File: src/rtl/acc_collector_if.sv
`default_nettype none
// ============================================================================
// Module   : acc_collector_if
// Brief    : Capture strobes/partial sums in, result-row stream out.
// Revision : 1.0
// ============================================================================
interface acc_collector_if #(
   parameter int N      = 4,
   parameter int PSUM_W = 32
);
   logic [N-1:0]        acc_valid_i;
   logic [N*PSUM_W-1:0] psum_i;
   logic                out_valid_o;
   logic                out_ready_i;
   logic [N*PSUM_W-1:0] out_data_o;
   logic                done_o;
   logic                overflow_o;

   // master: the collector itself, which sources the result stream
   modport master (
      input  acc_valid_i, psum_i, out_ready_i,
      output out_valid_o, out_data_o, done_o, overflow_o
   );

   modport slave (
      output acc_valid_i, psum_i, out_ready_i,
      input  out_valid_o, out_data_o, done_o, overflow_o
   );
endinterface
`default_nettype wire

File: src/rtl/acc_collector.sv
`default_nettype none
// ============================================================================
// Module   : acc_collector
// Brief    : De-skews bottom-row partial sums into rows, buffers them and
//            streams them out; optional ReLU clamp via ACC_COLLECT_RELU_EN.
// Revision : 1.0
// ============================================================================
module acc_collector #(
   parameter int N      = 4,
   parameter int PSUM_W = 32,
   parameter int DEPTH  = 8
) (
   input wire              clk_i,
   input wire              rst_i,
   input wire              clear_i,
   acc_collector_if.master bus
);
   localparam int AW = $clog2(DEPTH);
   localparam int PW = AW + 1;
   localparam int CW = $clog2(N) + 1;
   localparam int DW = N * PSUM_W;
   localparam logic [PW-1:0] C_DEPTH = PW'(DEPTH);
   localparam logic [PW-1:0] C_NROWS = PW'(N);
   localparam logic [CW-1:0] C_LAST  = CW'(N - 1);

   typedef enum logic [1:0] {
      S_IDLE    = 2'd0,
      S_COLLECT = 2'd1,
      S_DRAIN   = 2'd2
   } state_e;

   logic [PW-1:0]     wr_ptr_q [N];
   logic [PW-1:0]     wr_ptr_d [N];
   logic [PW-1:0]     rd_ptr_q, rd_ptr_d;
   logic [CW-1:0]     row_cnt_q, row_cnt_d;
   logic              out_valid_q, out_valid_d;
   logic [DW-1:0]     out_data_q, out_data_d;
   logic              done_q, done_d;
   logic              overflow_q, overflow_d;
   state_e            state_q, state_d;

   logic [PSUM_W-1:0] mem_q [DEPTH][N];

   logic [N-1:0]      col_full;
   logic [N-1:0]      wr_en;
   logic [DW-1:0]     rd_row;
   logic              row_ready;
   logic              xfer;
   logic              load;
   logic              drain_hit;

   for (genvar j = 0; j < N; j++) begin : g_col
      logic [PW-1:0]     fill;
      logic [PSUM_W-1:0] rd_val;

      assign fill        = wr_ptr_q[j] - rd_ptr_q;
      assign col_full[j] = (fill == C_DEPTH);
      assign wr_en[j]    = bus.acc_valid_i[j] && !col_full[j] && !clear_i;
      assign rd_val      = mem_q[rd_ptr_q[AW-1:0]][j];
`ifdef ACC_COLLECT_RELU_EN
      assign rd_row[j*PSUM_W +: PSUM_W] = rd_val[PSUM_W-1] ? '0 : rd_val;
`else
      assign rd_row[j*PSUM_W +: PSUM_W] = rd_val;
`endif
   end

   // Buffer storage carries no reset: validity is tracked by the pointers.
   always_ff @(posedge clk_i) begin
      for (int j = 0; j < N; j++) begin
         if (wr_en[j]) begin
            mem_q[wr_ptr_q[j][AW-1:0]][j] <= bus.psum_i[j*PSUM_W +: PSUM_W];
         end
      end
   end

   // Column N-1 arrives last, so its pointer alone decides row completeness.
   assign row_ready = (wr_ptr_q[N-1] != rd_ptr_q);
   assign xfer      = out_valid_q && bus.out_ready_i;
   assign load      = row_ready && (!out_valid_q || bus.out_ready_i);
   assign drain_hit = ((wr_ptr_q[N-1] - PW'(row_cnt_q)) == C_NROWS);

   always_comb begin
      for (int j = 0; j < N; j++) begin
         wr_ptr_d[j] = clear_i ? '0 : (wr_ptr_q[j] + PW'(wr_en[j]));
      end
   end

   always_comb begin
      rd_ptr_d    = rd_ptr_q;
      out_valid_d = out_valid_q;
      out_data_d  = out_data_q;
      row_cnt_d   = row_cnt_q;
      done_d      = 1'b0;
      overflow_d  = overflow_q | (|(bus.acc_valid_i & col_full));

      if (load) begin
         out_valid_d = 1'b1;
         out_data_d  = rd_row;
         rd_ptr_d    = rd_ptr_q + 1'b1;
      end else if (xfer) begin
         out_valid_d = 1'b0;
      end

      if (xfer) begin
         if (row_cnt_q == C_LAST) begin
            row_cnt_d = '0;
            done_d    = 1'b1;
         end else begin
            row_cnt_d = row_cnt_q + 1'b1;
         end
      end

      if (clear_i) begin
         rd_ptr_d    = '0;
         out_valid_d = 1'b0;
         row_cnt_d   = '0;
         done_d      = 1'b0;
         overflow_d  = 1'b0;
      end
   end

   always_comb begin
      state_d = state_q;
      case (state_q)
         S_IDLE:    if (|bus.acc_valid_i) state_d = S_COLLECT;
         S_COLLECT: if (drain_hit)         state_d = S_DRAIN;
         S_DRAIN:   if (done_d)            state_d = S_IDLE;
         default:                          state_d = S_IDLE;
      endcase
      if (clear_i) begin
         state_d = S_IDLE;
      end
   end

   always_ff @(posedge clk_i or posedge rst_i) begin
      if (rst_i) begin
         for (int j = 0; j < N; j++) begin
            wr_ptr_q[j] <= '0;
         end
         rd_ptr_q    <= '0;
         row_cnt_q   <= '0;
         out_valid_q <= 1'b0;
         out_data_q  <= '0;
         done_q      <= 1'b0;
         overflow_q  <= 1'b0;
         state_q     <= S_IDLE;
      end else begin
         for (int j = 0; j < N; j++) begin
            wr_ptr_q[j] <= wr_ptr_d[j];
         end
         rd_ptr_q    <= rd_ptr_d;
         row_cnt_q   <= row_cnt_d;
         out_valid_q <= out_valid_d;
         out_data_q  <= out_data_d;
         done_q      <= done_d;
         overflow_q  <= overflow_d;
         state_q     <= state_d;
      end
   end

   assign bus.out_valid_o = out_valid_q;
   assign bus.out_data_o  = out_data_q;
   assign bus.done_o      = done_q;
   assign bus.overflow_o  = overflow_q;

endmodule
`default_nettype wire

File: src/flat_wrapper.sv
// flat-port wrapper written by rule: the top's interface ports become plain ports
module acc_collector_flat 
#(
   parameter int N      = 4,
   parameter int PSUM_W = 32,
   parameter int DEPTH  = 8
)
  (clk_i, rst_i, clear_i, bus_acc_valid_i, bus_psum_i, bus_out_ready_i, bus_out_valid_o, bus_out_data_o, bus_done_o, bus_overflow_o);
  acc_collector_if #(.N(N), .PSUM_W(PSUM_W)) bus_i ();
  input wire clk_i;
  input wire rst_i;
  input wire clear_i;
  input wire logic [$bits(bus_i.acc_valid_i)-1:0] bus_acc_valid_i;
  input wire logic [$bits(bus_i.psum_i)-1:0] bus_psum_i;
  input wire logic [$bits(bus_i.out_ready_i)-1:0] bus_out_ready_i;
  output wire logic [$bits(bus_i.out_valid_o)-1:0] bus_out_valid_o;
  output wire logic [$bits(bus_i.out_data_o)-1:0] bus_out_data_o;
  output wire logic [$bits(bus_i.done_o)-1:0] bus_done_o;
  output wire logic [$bits(bus_i.overflow_o)-1:0] bus_overflow_o;
  assign bus_i.acc_valid_i = bus_acc_valid_i;
  assign bus_i.psum_i = bus_psum_i;
  assign bus_i.out_ready_i = bus_out_ready_i;
  assign bus_out_valid_o = bus_i.out_valid_o;
  assign bus_out_data_o = bus_i.out_data_o;
  assign bus_done_o = bus_i.done_o;
  assign bus_overflow_o = bus_i.overflow_o;
  acc_collector #(.N(N), .PSUM_W(PSUM_W), .DEPTH(DEPTH)) u_core (.clk_i(clk_i), .rst_i(rst_i), .clear_i(clear_i), .bus(bus_i));
endmodule
File: config.mk
export PLATFORM = sky130hd
export DESIGN_NAME = acc_collector_flat
export DESIGN_NICKNAME = d
export VERILOG_FILES = /design/src/rtl/acc_collector_if.sv /design/src/rtl/acc_collector.sv /design/src/flat_wrapper.sv
export SDC_FILE = /design/constraint.sdc
export NUM_CORES = 1
export LEC_CHECK = 0
export BUFFER_PORTS_ARGS = -buffer_cell sky130_fd_sc_hd__buf_4
export CORE_ASPECT_RATIO = 0.6
export CORE_UTILIZATION = 55
export CTS_CLUSTER_SIZE = 25
export DETAILED_ROUTE_END_ITERATION = 8
export MAX_ROUTING_LAYER = met4
export PLACE_DENSITY = 0.73
export SYNTH_ARGS = -nofsm -noshare
export SYNTH_HDL_FRONTEND = slang
export SYNTH_SLANG_ARGS = --single-unit
File: constraint.sdc
create_clock -name clk_i -period 16.2 [get_ports clk_i]
set_clock_uncertainty 0.2 [all_clocks]
set_input_delay 3.24 -clock clk_i [delete_from_list [all_inputs] [get_ports clk_i]]
set_output_delay 3.24 -clock clk_i [all_outputs]
set_load 0.01 [all_outputs]
* Yosys cells after proc, flatten, opt, wreduce, memory -nomap -nowiden
Memory sizes are Yosys's and may differ from the RTL's. A register that Yosys moved wholly into a read port is not among the register bits. Index checks and enable logic that the tools add are counted.
Word-level totals: logic and storage cells 73, register bits after elaboration 26, memories 1, memory bits (writable) 1024, output and inout bits 131, input bits 136
Memory list:
- u_core.mem_q | words 8, bits a word 128, rd ports 1, clocked after Yosys merged registers in 1, write ports 4, line acc_collector.sv:42 | logic [PSUM_W-1:0] mem_q [DEPTH][N];
Cells by class: multiplexer cells 24, add/subtract/negate cells 10, equality and inequality tests 6, bitwise logic cells 2, reduce and logical (&&, ||, !) cells 21
Operators with widths (count):
- $mux W4 | 6
- $add A4 B1 Y4 | 4
- $eq A4 B4 Y1 const B | 4
- $sub A4 B4 Y4 | 4
- $mux W1 | 15
- $logic_and A1 B1 Y1 | 10
- $mux W3 | 3
- $logic_not A1 Y1 | 6
- $add A4 B1 Y4 const B | 1
- $and A4 B4 Y4 | 1
- $ne A4 B4 Y1 | 1
- $reduce_bool A2 Y1 | 2
- $reduce_or A4 Y1 | 1
- $add A3 B1 Y3 const B | 1
- $eq A3 B2 Y1 const B | 1
- $reduce_bool A3 Y1 | 1
- $logic_or A1 B1 Y1 | 1
- $or A1 B1 Y1 | 1

* Logic depth before layout (Yosys ltp)
Gate-level depths: netlist (run 1).
depth after elaboration 7, mapped depth 12, depth with buffers taken out 9

* Worst setup path before layout (run 1)
OpenSTA, ideal clock, no wires.
path type input to register, start input clear_i, end memory u_core.mem_q[1][100] (netlist name), enable pin, slack 9390 ps, cell stages on the path 5, arrival 6149 ps, required time 15539 ps, buffers on the path 1, setup time 461 ps, cell sequence clkbuf_1 > nand2b_1 > a41oi_1 > nand2_1 > nor3_1
RTL lines:
- from (decl) | line flat_wrapper.sv:12 | input wire clear_i;
- to (decl) | line acc_collector.sv:42

* Worst setup path in the final report (run 1)
start input bus_out_ready_i, end register u_core.rd_ptr_q[3]
Between the ends: longest elaborated chain between the ends 3
Ends and longest elaborated chain:
- from (decl) | line flat_wrapper.sv:15 | input wire logic [$bits(bus_i.out_ready_i)-1:0] bus_out_ready_i;
- $logic_or A1 B1 Y1 | line acc_collector.sv:79 | assign load = row_ready && (!out_valid_q || bus.out_ready_i);
- $logic_and A1 B1 Y1 | line acc_collector.sv:79
- $reduce_bool A2 Y1 (no source line)
- to (signal assigned) | line acc_collector.sv:151 | rd_ptr_q <= rd_ptr_d;
- to (decl) | line acc_collector.sv:34 | logic [PW-1:0] rd_ptr_q, rd_ptr_d;
No other way between the ends. A chain may end at the register's enable or synchronous reset.

==> metrics.cfg, run 1 <==
[detailed_routing]
drt_iter0_markers=1759
drt-total-wl_um=93090
vias=21890
ant_nets=0
drc_errors=0
wire_per_inst_um=25.11
via_per_inst=5.905
drtPass1Iterations=5

[timing]
worst_pin_slew_ns=1.275
final-max-slew-violation-count=0
rsz0062_at_grt=no
final_hold_viol_count=0
fmax_mhz=168.3
fin_crit_ns=5.941
final.period_utilization_pct=36.67
fin_setup_tns_ns=0
slew_headroom_pct=14.80
setup_viol=0

[synthesis]
postSynthCellCount=2253
syn-num-nets=2411
yosys_warnings=0
synth-seq-area-share_pct=77.86
netlist_area_um2=44440
synth_top_cell_by_area=edfxtp_1
synth_flop_cell=edfxtp_1
synth.top_cell.area_share_pct=69.19
synth.area.top_cells=edfxtp_1, mux4_2, dfrtp_1
syn_area_per_cell_um2=19.73
synth_seq_cells=1178
synth_edf_count=1024
async_reset_ff_share_pct=13.07
ys_types=32

[global_routing]
grt_pass1_wl_um=140500
grt_max_degree=114
grtUsageTotal_pct=23.80
antenna_found_initial=10
gr-total-overflow=0
grt_pass1_vias=22550

[clock_tree]
post_cts_buffers=0
cts_buffer_depth=3
cts_made_buffers=103
cts_tree=built
post_cts_resize_count=0
clock_latency_ns=0.68
clock-sinks=1178
cts_root_buf=clkbuf_16
hold_buffers=0
clkTransAtPathRegs_ns=0.07
htreeDepth=3

[setup_path]
cp-start-kind=primary input
setup.worst_path.start=bus_out_ready_i
crit_arrival_ns=6.30
crit_family=buffers and inverters
cp.required_ns=16.56
slowest_delay_ns=0.90
r2r-start=u_core.rd_ptr_q[2]$_DFFE_PP0P_
crit_top_cell=buf_4
cp_slowest_cell=buf_4
worst-path-stages=8
crit_path_end_kind=register
path_cells=buf_4, inv_1, a32oi_4, buf_4, buf_4, nand4_1, xor2_1, nor2_1
r2r_end=u_core.rd_ptr_q[3]$_DFFE_PP0P_
worst-r2r-cell-count=8
rrSetupSlack_ns=10.65
crit_path_max_fanout=89
critical_path_class=in -> reg
crit_buf_inv=4

[placement]
io_buffer_count=266
placedCellCount=3501
gp_congestion=0.7790
dp_hpwl_um=50700

[worst_hold_path]
hold_depth=1
hold_class=reg -> reg
hold_end=u_core.bus.done_o$_DFF_PP0_
min_from=u_core.row_cnt_q[2]$_DFFE_PP0P_

[floorplan]
chipHeight_um=222.2
pin_count=267
core_area_um2=79680
dieWidth_um=369.0
num_rows=80
start_util_pct=55.78
dieArea_um2=81980

[layout]
drive_above_1_share_pct=28.92
finalNonFillerCells=3707
final_cell_mix=edfxtp_1, buf_4, nand2_1
nets=2698
syn_to_final_growth_pct=14.87
final_common_cell=edfxtp_1

[power_and_ir_drop]
comb_power_share_pct=21.5
powerDensity_nw_per_um2=154.5
p_switching_mw=2.161
internal-power_mw=5.726
p_clk_share_pct=31.3
power_leakage_nw=16.99
seq_power_share_pct=47.2
switching_share_pct=27.40
ir_drop_mv=0.1085

[job]
cap_violations=0

[status]
status=finished clean

==> final cells by class <==
class	instances	area [um2]
Clock inverter	58	560.5
Timing Repair Buffer	300	2265
Tap cell	1066	1334
Multi-Input combinational cell	942	9335
Fill cell	5422	28630
Sequential cell	1178	34610
Antenna cell	10	25.02
Clock buffer	138	2850
Inverter	15	66.31
==> cells in the mapped netlist, types with 2 or more instances <==
master,number
edfxtp_1,1024
nand2_1,274
mux4_2,256
nor2_1,167
dfrtp_1,154
a31oi_1,128
buf_2,45
clkbuf_1,36
buf_4,32
ha_1,22
nand2b_1,16
inv_1,15
xnor2_1,10
nand3_1,9
nor3_1,9
xor2_1,9
nor2b_1,8
a21oi_1,6
a41oi_1,6
buf_1,5
nand3b_1,5
nand4_1,4
a21o_1,3
and3_1,2
==> metrics by stage <==
| stage | util [%] | hold slack (ns) | setup WS (ns) | power (mW) | cell area [um2] |
|---|---|---|---|---|---|
| floorplan | - | 0.2071 | 8.610 | 4.894 | 44440 |
| detailed placement | 59.76 | 0.2384 | 9.554 | 5.512 | 47610 |
| finish | 64.07 | 0.2438 | 10.26 | 7.887 | 51050 |
| global route | 64.07 | 0.2677 | 10.03 | 8.215 | 51050 |
| global placement | 59.76 | 0.2158 | 9.564 | 5.456 | 47610 |
| CTS | 64.04 | 0.2469 | 10.30 | 7.969 | 51030 |
==> cells by family (layout without fill, tap and decap cells) <==
family / Yosys count / after routing / synth area share [%]
flops: 1178 / 1178 / 77.86
simple gates: 497 / 497 / 4.479
compound gates: 147 / 147 / 2.137
fa+ha+maj: 22 / 22 / 0.6194
other cells: 0 / 10 / 0
xor+xnor: 20 / 20 / 0.4110
buf+inv: 133 / 511 / 1.520
mux: 256 / 256 / 12.97
==> registers in the layout, indices dropped and copies added, names as in the netlist <==
signal and cells:
u_core.bus.done_o 1, u_core.wr_ptr_q 16, u_core.mem_q 1024, u_core.bus.overflow_o 1
u_core.rd_ptr_q 4, u_core.bus.out_valid_o 1, u_core.bus.out_data_o 128, u_core.row_cnt_q 3
==> worst register-to-register path, stage by stage (launching register included) <==
cell,delay [ns]
dfrtp_4,1.05
inv_4,0.62
ha_1,0.64
a32oi_4,0.75
buf_4,0.72
buf_4,0.95
nand4_1,0.27
xor2_1,0.19
nor2_1,0.05
==> power by group through the flow <==
stage | sequential (mW) | combinational [mW] | clock [mW]
after global routing | 3.74 | 1.85 | 2.62
after CTS | 3.72 | 1.73 | 2.51
final | 3.72 | 1.70 | 2.47
after floorplan | 3.79 | 1.11 | 0
after global placement | 3.77 | 1.68 | 0
after detailed placement | 3.78 | 1.73 | 0
==> metal layers <==
layer / track usage [%] / up-vias / share of wire [%]
met1: 33.72 / 11570 / 43
met4: 5.287 / 0 / 1.8
met5: - / - / 0
met2: 36.35 / 685 / 49
met3: 4.739 / 119 / 6.5
li1: - / 9515 / -
==> worst max path at each step <==
stage / endpoint / slack, ns
2_1_floorplan: u_core.bus.done_o$_DFF_PP0_ / 8.61
3_3_place_gp: u_core.rd_ptr_q[3]$_DFFE_PP0P_ / 9.56
3_5_place_dp: u_core.rd_ptr_q[3]$_DFFE_PP0P_ / 9.55
4_1_cts: u_core.rd_ptr_q[3]$_DFFE_PP0P_ / 10.30
5_1_grt: u_core.rd_ptr_q[3]$_DFFE_PP0P_ / 10.03
6_report: u_core.rd_ptr_q[3]$_DFFE_PP0P_ / 10.26
No activity file was read; power rests on OpenSTA's default activity.
==> run 2, diff against run 1 <==
Settings changed: CORE_UTILIZATION 55 to 54, PLACE_DENSITY 0.73 to 0.75.
Clock period 16.2 ns to 5 ns, I/O delays scaled along.
==> run 2 against run 1 <==
  * Worst hold slack improved by 0.0039 ns
  * Flip-flop and latch count did not move
  * Clock power rose to 3.3 times the previous value
  * Global-route usage barely moved
  * Sequential share of layout area fell by 0.45 points
  * Core utilization fell by 1.0 points
  * Non-clock buffer count rose by 22
==> metrics.cfg, run 2 (synthesis gave the netlist of run 1 again) <==
[worst_hold_path]
hold_class=in -> async

[clock_tree]
clock_latency_ns=0.70  ; +0.02 ns
cts_made_buffers=103  ; unchanged
hold_buffers=0  ; unchanged
cts_buffer_depth=3  ; unchanged
post_cts_buffers=0  ; unchanged
post_cts_resize_count=0  ; unchanged
cts_root_buf=clkbuf_16
clock-sinks=1178  ; unchanged
htreeDepth=3  ; unchanged
clkTransAtPathRegs_ns=0.07  ; about the same
cts_tree=built

[placement]
dp_hpwl_um=54770  ; +8.0%
gp_congestion=0.7928  ; +1.8%
io_buffer_count=266  ; unchanged

[setup_path]
cp.required_ns=5.11  ; -11.45 ns
cp-start-kind=register
rrSetupSlack_ns=0.89  ; -9.76 ns
crit_path_end_kind=register
crit_path_max_fanout=56  ; -37%
worst-r2r-cell-count=9  ; +1
crit_arrival_ns=4.22  ; -2.08 ns
r2r-start=u_core.rd_ptr_q[2]$_DFFE_PP0P_
r2r_end=u_core.mem_q[0][120]$_DFFE_PP_
critical_path_class=reg -> reg

[global_routing]
gr-total-overflow=0  ; unchanged
grt_pass1_vias=22550  ; +0.027%
antenna_found_initial=8  ; -2
grtUsageTotal_pct=23.81  ; about the same
grt_max_degree=176  ; +54%
grt_pass1_wl_um=142100  ; +1.1%

[timing]
fin_setup_tns_ns=0  ; unchanged
rsz0062_at_grt=no
setup_viol=0  ; unchanged
final_hold_viol_count=0  ; unchanged
final.period_utilization_pct=82.22
fin_crit_ns=4.111
final-max-slew-violation-count=0  ; unchanged
slew_headroom_pct=24.79  ; +10 points
fmax_mhz=243.2
worst_pin_slew_ns=1.128  ; -0.1469 ns

[power_and_ir_drop]
powerDensity_nw_per_um2=501.7  ; +220%
power_leakage_nw=17.18  ; +1.1%
ir_drop_mv=0.5482  ; +410%
p_total_mw=25.79  ; +230%

[detailed_routing]
vias=22250  ; +1.6%
drtPass1Iterations=5  ; unchanged
drt-total-wl_um=94570  ; +1.6%
via_per_inst=5.948  ; +0.73%
drt_iter0_markers=1997  ; +14%
drc_errors=0  ; unchanged
wire_per_inst_um=25.29  ; +0.69%
ant_nets=0  ; unchanged

[job]
cap_violations=0  ; unchanged

[floorplan]
pin_count=267  ; unchanged
core_area_um2=81480  ; +2.3%
chipHeight_um=224.2  ; +0.91%
start_util_pct=54.54  ; -1.2 points
num_rows=81  ; +1.3%
dieWidth_um=372.4  ; +0.92%
dieArea_um2=83490  ; +1.8%

[layout]
final_common_cell=edfxtp_1
drive_above_1_share_pct=29.70  ; +0.78 points
seq_area_um2=34610  ; unchanged
final_cell_mix=edfxtp_1, buf_4, nand2_1
largest_reg_flops=1024  ; unchanged
nets=2720  ; +0.82%
n_fill_cell=5407  ; -0.28%
multi_input_area_um2=9335  ; unchanged
syn_to_final_growth_pct=15.64

[status]
status=finished clean

[run 2: cell types whose count changed in the layout (fill, tap and decap cells not counted), sizes merged]
cell	before	now
inv	21	17
diode	10	8
clkinv	36	37
clkbuf	138	142
buf	300	322
clkinvlp	8	7
[run 2: metal layers]
layer / vias up / routed length, um / GRT usage, % / share of wire (%)
li1: 9569 / - / - / -
met1: 11760 / 40190 / 33.45 / 42
met2: 802 / 45790 / 36.25 / 48
met3: 112 / 7020 / 5.399 / 7.4
met4: 0 / 1574 / 5.135 / 1.7
met5: - / 0 / - / 0
[run 2: worst max-delay path, cell delays in order, from the launching register on]
cell and delay, ns:
dfrtp_4 0.78, inv_4 0.20, buf_4 0.56, ha_1 0.39, a21oi_1 0.21, nand3_1 0.13
a41oi_1 0.38, nand2_1 0.22, nor3_2 0.16, buf_4 0.46
[run 2: how the worst max path moves through the flow]
stage / startpoint / end / slack (ns) / cells after the start
finish: u_core.rd_ptr_q[2]$_DFFE_PP0P_ / u_core.mem_q[0][120]$_DFFE_PP_ / 0.89 / 9
global route: u_core.rd_ptr_q[2]$_DFFE_PP0P_ / u_core.mem_q[0][120]$_DFFE_PP_ / 0.67 / 9
CTS: u_core.rd_ptr_q[2]$_DFFE_PP0P_ / u_core.mem_q[0][120]$_DFFE_PP_ / 0.88 / 9
detailed placement: u_core.rd_ptr_q[2]$_DFFE_PP0P_ / u_core.mem_q[0][120]$_DFFE_PP_ / 0.93 / 9
global placement: u_core.rd_ptr_q[2]$_DFFE_PP0P_ / u_core.mem_q[6][100]$_DFFE_PP_ / 0.94 / 9
floorplan: u_core.rd_ptr_q[1]$_DFFE_PP0P_ / u_core.mem_q[0][0]$_DFFE_PP_ / 0.01 / 10
[run 2: area by class of cell]
type                            instances  area share [%]
Inverter                               15          0.1217
Timing Repair Buffer                  322           4.850
Clock inverter                         54           1.074
Clock buffer                          142           5.772
Multi-Input combinational cell        942           18.16
Antenna cell                            8         0.03895
Tap cell                             1079           2.627
Sequential cell                      1178           67.35
[run 2: power by group]
part           leakage, nW  internal [mW]  total, mW  switching [mW]
clock                 1.72           4.59       8.12            3.53
combinational         4.45           2.61       5.59            2.97
sequential            11.0           11.5       12.1           0.565
[run 2: per-stage QoR]
stage	worst slack (ns)	std cells	utilization, %	hold WS (ns)	instance area (um2)
2_1_floorplan	0.01238	2253	-	0.2071	44450
3_5_place_dp	0.9282	3536	58.73	0.2822	47850
4_1_cts	0.8797	3732	63.05	0.2275	51370
6_report	0.8888	3740	63.07	0.2478	51390
5_1_grt	0.6717	3740	63.07	0.2532	51390
3_3_place_gp	0.9387	3536	58.73	0.2792	47850
